### src/rtl/mem_access_unit.sv
// Memory-stage responder: runs one latched doubleword load/store on the data-memory
// request/response bus and reports completion, misalignment and bus timeout.
module mem_access_unit #(
  parameter int TIMEOUT_CYCLES = 255
) (
  input  logic        clk,
  input  logic        rst,
  input  logic        dm_re,
  input  logic        dm_we,
  input  logic [63:0] addr,
  input  logic [63:0] wdata,
  input  logic        memu_valid,
  output logic        memu_finish,
  output logic [63:0] rdata,
  output logic        misalign,
  output logic        bus_err,
  output logic        dreq_valid,
  output logic        dreq_write,
  output logic [63:0] dreq_addr,
  output logic [63:0] dreq_wdata,
  output logic [7:0]  dreq_strb,
  input  logic        dreq_ready,
  input  logic        dresp_valid,
  input  logic [63:0] dresp_data
);

  localparam int CW = $clog2(TIMEOUT_CYCLES + 1);
  localparam logic [CW-1:0] CNT_MAX = CW'(TIMEOUT_CYCLES);

  typedef enum logic [1:0] {IDLE, REQ, RESP, DONE} state_t;

  state_t        state_reg;
  logic          write_reg;
  logic          misalign_reg;
  logic          bus_err_reg;
  logic [63:0]   addr_reg;
  logic [63:0]   wdata_reg;
  logic [63:0]   rdata_reg;
  logic [CW-1:0] count_reg;

  always_ff @(posedge clk) begin
    if (rst) begin
      state_reg    <= IDLE;
      write_reg    <= 1'b0;
      misalign_reg <= 1'b0;
      bus_err_reg  <= 1'b0;
      addr_reg     <= '0;
      wdata_reg    <= '0;
      rdata_reg    <= '0;
      count_reg    <= '0;
    end else begin
      case (state_reg)
        IDLE: begin
          if (dm_re || dm_we) begin
            addr_reg     <= addr;
            wdata_reg    <= wdata;
            write_reg    <= dm_we;
            misalign_reg <= (addr[2:0] != 3'b000);
            bus_err_reg  <= 1'b0;
            count_reg    <= '0;
            state_reg    <= (addr[2:0] == 3'b000) ? REQ : DONE;
          end
        end
        REQ: begin
          if (count_reg != CNT_MAX) count_reg <= count_reg + CW'(1);
          if (dreq_ready) begin
            state_reg <= RESP;
          end else if (count_reg == CNT_MAX) begin
            bus_err_reg <= 1'b1;
            state_reg   <= DONE;
          end
        end
        RESP: begin
          if (count_reg != CNT_MAX) count_reg <= count_reg + CW'(1);
          // A response landing on the timeout cycle still counts as success.
          if (dresp_valid) begin
            if (!write_reg) rdata_reg <= dresp_data;
            state_reg <= DONE;
          end else if (count_reg == CNT_MAX) begin
            bus_err_reg <= 1'b1;
            state_reg   <= DONE;
          end
        end
        DONE: begin
          if (memu_valid) state_reg <= IDLE;
        end
        default: state_reg <= IDLE;
      endcase
    end
  end

  assign memu_finish = (state_reg == DONE) && memu_valid;
  assign misalign    = memu_finish && misalign_reg;
  assign bus_err     = memu_finish && bus_err_reg;
  assign rdata       = rdata_reg;
  assign dreq_valid  = (state_reg == REQ);
  assign dreq_write  = dreq_valid && write_reg;
  assign dreq_strb   = (dreq_valid && write_reg) ? 8'hFF : 8'h00;
  assign dreq_addr   = addr_reg;
  assign dreq_wdata  = wdata_reg;

endmodule

### config.mk
export PLATFORM = sky130hd
export DESIGN_NAME = mem_access_unit
export DESIGN_NICKNAME = d
export VERILOG_FILES = /design/src/rtl/mem_access_unit.sv
export SDC_FILE = /design/constraint.sdc
export NUM_CORES = 1
export LEC_CHECK = 0
export BUFFER_PORTS_ARGS = -buffer_cell sky130_fd_sc_hd__buf_2
export CORE_AREA = 2 2 156 158
export DETAILED_ROUTE_END_ITERATION = 16
export DIE_AREA = 0 0 158 160
export PLACE_DENSITY_LB_ADDON = 0.25
export SLEW_MARGIN = 15
export SYNTH_ARGS = -nofsm -noshare
export SYNTH_HDL_FRONTEND = slang
export SYNTH_SLANG_ARGS = --single-unit
export TNS_END_PERCENT = 10
### constraint.sdc
create_clock -name clk -period 4.4 [get_ports clk]
set_clock_uncertainty 0.05 [all_clocks]
set_input_delay 0.66 -clock clk [delete_from_list [all_inputs] [get_ports clk]]
set_output_delay 0.66 -clock clk [all_outputs]
set_load 0.02 [all_outputs]
==> flow_summary_export.csv <==
group,metric,value,unit
status,status,"finished clean",
worst_setup_path,path_class,"reg -> out",
place,place_congestion,0.732,
min_path,hp-class,"in -> reg",
floorplan,die_h,160,um
yosys,syn_inst,934,
worst_setup_path,cpMaxStageDelayCell,"dfxtp_1",
routing,drt_wl_total,23.0,mm
power,p_clk_share,29.0,%
min_path,whs_path_depth,3,
yosys,netlist_area,7360,sq um
yosys,synth_nets,1140,
worst_setup_path,endpoint_kind,"output pin",
sta,tightest_slew,1.03,ns
layout,diodes,0,
yosys,yosys.area.top_type,"dfxtp_1",
cts,clk_path_buf_depth,3,
sta,hold_viol_final,0,
routing,first_pass_iters,6,
cts,numCtsBuffers,23,
worst_setup_path,critPathMaxStageDelay,0.34,ns
yosys,yosysUniqueCellTypes,32,
grt,grt_pass1_vias,6762,
layout,postLayoutCoreUtil,43.1,%
cts,cts_resized,0,
worst_setup_path,path_cells,"inv_1 > ha_1 > and2_1 > buf_2",
power,switchingPower,2430,uW
floorplan,fp.dieW,158,um
routing,antenna_left,0,
yosys,synth.avg_cell_area,7.88,sq um
sta,setup_viol,0,
sta,fmax,406,MHz
layout,fin_cells,1634,
layout,area_growth,39.6,%
grt,overflow,0,
cts,htree_levels,1,
min_path,min_from,"wdata[9]",
worst_setup_path,arrival,1.75,ns
power,leakage,0.00481,uW
grt,antenna_found_initial,1,
floorplan,row_count,57,
worst_setup_path,rr_startpoint,"state_reg[0]",
yosys,synthArstFlopShare,0,%
sta,period_needed,2.46,ns
worst_setup_path,crit_family,"flip-flops",
yosys,synth.most_common_cell,"nand2_1",
power,ir_worst_vdd,0.000428,V
grt,grt.total_usage,16.5,%
worst_setup_path,cp_max_fo,9,
yosys,ys_top_cells_by_count,"nand2_1, dfxtp_1, a21oi_1, clkbuf_1, buf_2",
sta,whs,0.332,ns
yosys,yosysSeqAreaShare,55.8,%
worst_setup_path,reg2reg_slack,1.97,ns
cts,cts.sink_count,205,
sta,drv_slew,0,
sta,relSlewSlack,31.2,%
sta,rsz0062_at_grt,"no",
run,maxCapViolCount,0,
power,p_sw_share,38.0,%
sta,setup_tns,0,ns
worst_setup_path,r2r_cells,7,
floorplan,start_util,30.9,%
cts,postCtsSetupRepairBufs,0,
cts,clockRootBuffer,"clkbuf_16",
yosys,synth_area_leaders,"dfxtp_1, nand2_1, a21oi_1",
worst_setup_path,crit_buf_inv,2,
min_path,min_to,"dreq_wdata[9]",
cts,cts_tree,"yes",
routing,avgViaCountPerCell,4.50,
routing,drtIter0Drc,472,
yosys,synth_seq_cells,205,
yosys,yosysWarnings,0,
routing,via_count,7345,
layout,nets,1500,
power,intPower,3960,uW
power,p_per_area,622,nW/um^2
cts,cts-hold-fix-buffers,0,
worst_setup_path,r2r-end,"rdata[37]",
yosys,synth_top_area_share,55.8,%
grt,grt_first_pass_wirelength,34.3,mm
place,dp_hpwl,15.4,mm
sta,fin_crit_sh,56.0,%
place,placed_area,9540,sq um
routing,drc_errors,0,
cts,clk_pin_slew,0.06,ns
cts,clk_latency,0.50,ns
floorplan,core,23800,sq um
layout,drive_above_1_share,34.5,%
floorplan,io_pins,404,
place,numPortBuffers,403,
power,seqPwrFrac,36.9,%
yosys,synth_ff_type,"dfxtp_1",
worst_setup_path,cp.required,3.69,ns
routing,wire_per_inst,14.1,um
power,pwr-share-comb,34.0,%
worst_setup_path,critPathLaunchType,"register",
grt,grt_start_max_net_pins,130,
place,dp_cells,1593,
layout,final_cell_area,10300,sq um
floorplan,die_area,25300,sq um
yosys,synth_edf_count,0,
-- cell type report --
class                      instances  area [sq um]
multi-input combinational        650          2910
sequential                       205          4100
inverter                           6          22.5
fill                            2570         13500
clock buffer                      31           646
tap                              324           405
clock inverter                    10          86.3
timing repair buffer             408          2100
-- layer usage --
metal,share of wire (%),GRT usage (%),vias up
li1,-,-,3740
met1,41,19.7,3296
met2,47,28.5,271
met3,9.5,5.24,36
met4,2.1,4.67,2
met5,0.057,0,-
-- cell families after synthesis --
| logic type | Yosys count | synth area share, % |
|---|---|---|
| AO/OA/AOI/OAI | 222 | 15.7 |
| adder cells (fa/ha/maj) | 7 | 1.19 |
| buffers and inverters | 79 | 4.98 |
| flip-flops | 205 | 55.8 |
| AND/OR/NAND/NOR | 421 | 22.4 |
-- worst min-delay path, delay by kind of cell --
| kind | cells | cell delay [ns] |
|---|---|---|
| buf+inv | 1 | 0.09 |
| compound gates | 1 | 0.05 |
| simple gates | 1 | 0.04 |
-- layout by cell type (no fill, tap or decap), drive strengths merged, types with 2 or more instances in the layout --
cell type and n:
o31ai 4, nand4 2, a21oi 203, a211oi 3, clkinv 5, ha 7
nor2 3, and3 2, nand3 3, or2 3, nor3 2, and2 2
buf 408, or4 2, a221oi 2, o21ai 6, inv 7, clkinvlp 3
or3 5, dfxtp 205, clkbuf 31, nand2 393
-- power groups by stage --
stage               registers, uW  logic (uW)  clock network, uW
global route                 2400        2410               1980
global placement             2380        2200                  0
CTS                          2360        2220               1910
floorplan                    2780        1110                  0
finish                       2360        2180               1860
detailed placement           2400        2220                  0
-- worst max path at each step --
stage	start	to	slack (ns)	depth (start not counted)
2_1_floorplan	state_reg[1]	dreq_strb[0]	2.31	4
3_3_place_gp	dresp_valid	rdata[37]	2.02	6
3_5_place_dp	dresp_valid	rdata[37]	2.00	6
4_1_cts	state_reg[1]	dreq_strb[1]	1.92	4
5_1_grt	state_reg[0]	rdata[50]	1.76	7
6_report	state_reg[1]	dreq_strb[1]	1.94	4
-- through the flow --
| step | power, uW | setup slack, ns |
|---|---|---|
| 2_1_floorplan | 3890 | 2.31 |
| 4_1_cts | 6500 | 1.92 |
| 6_report | 6390 | 1.94 |
| 3_3_place_gp | 4590 | 2.02 |
| 3_5_place_dp | 4620 | 2.00 |
| 5_1_grt | 6790 | 1.76 |
(Power assumes the default switching activity.)
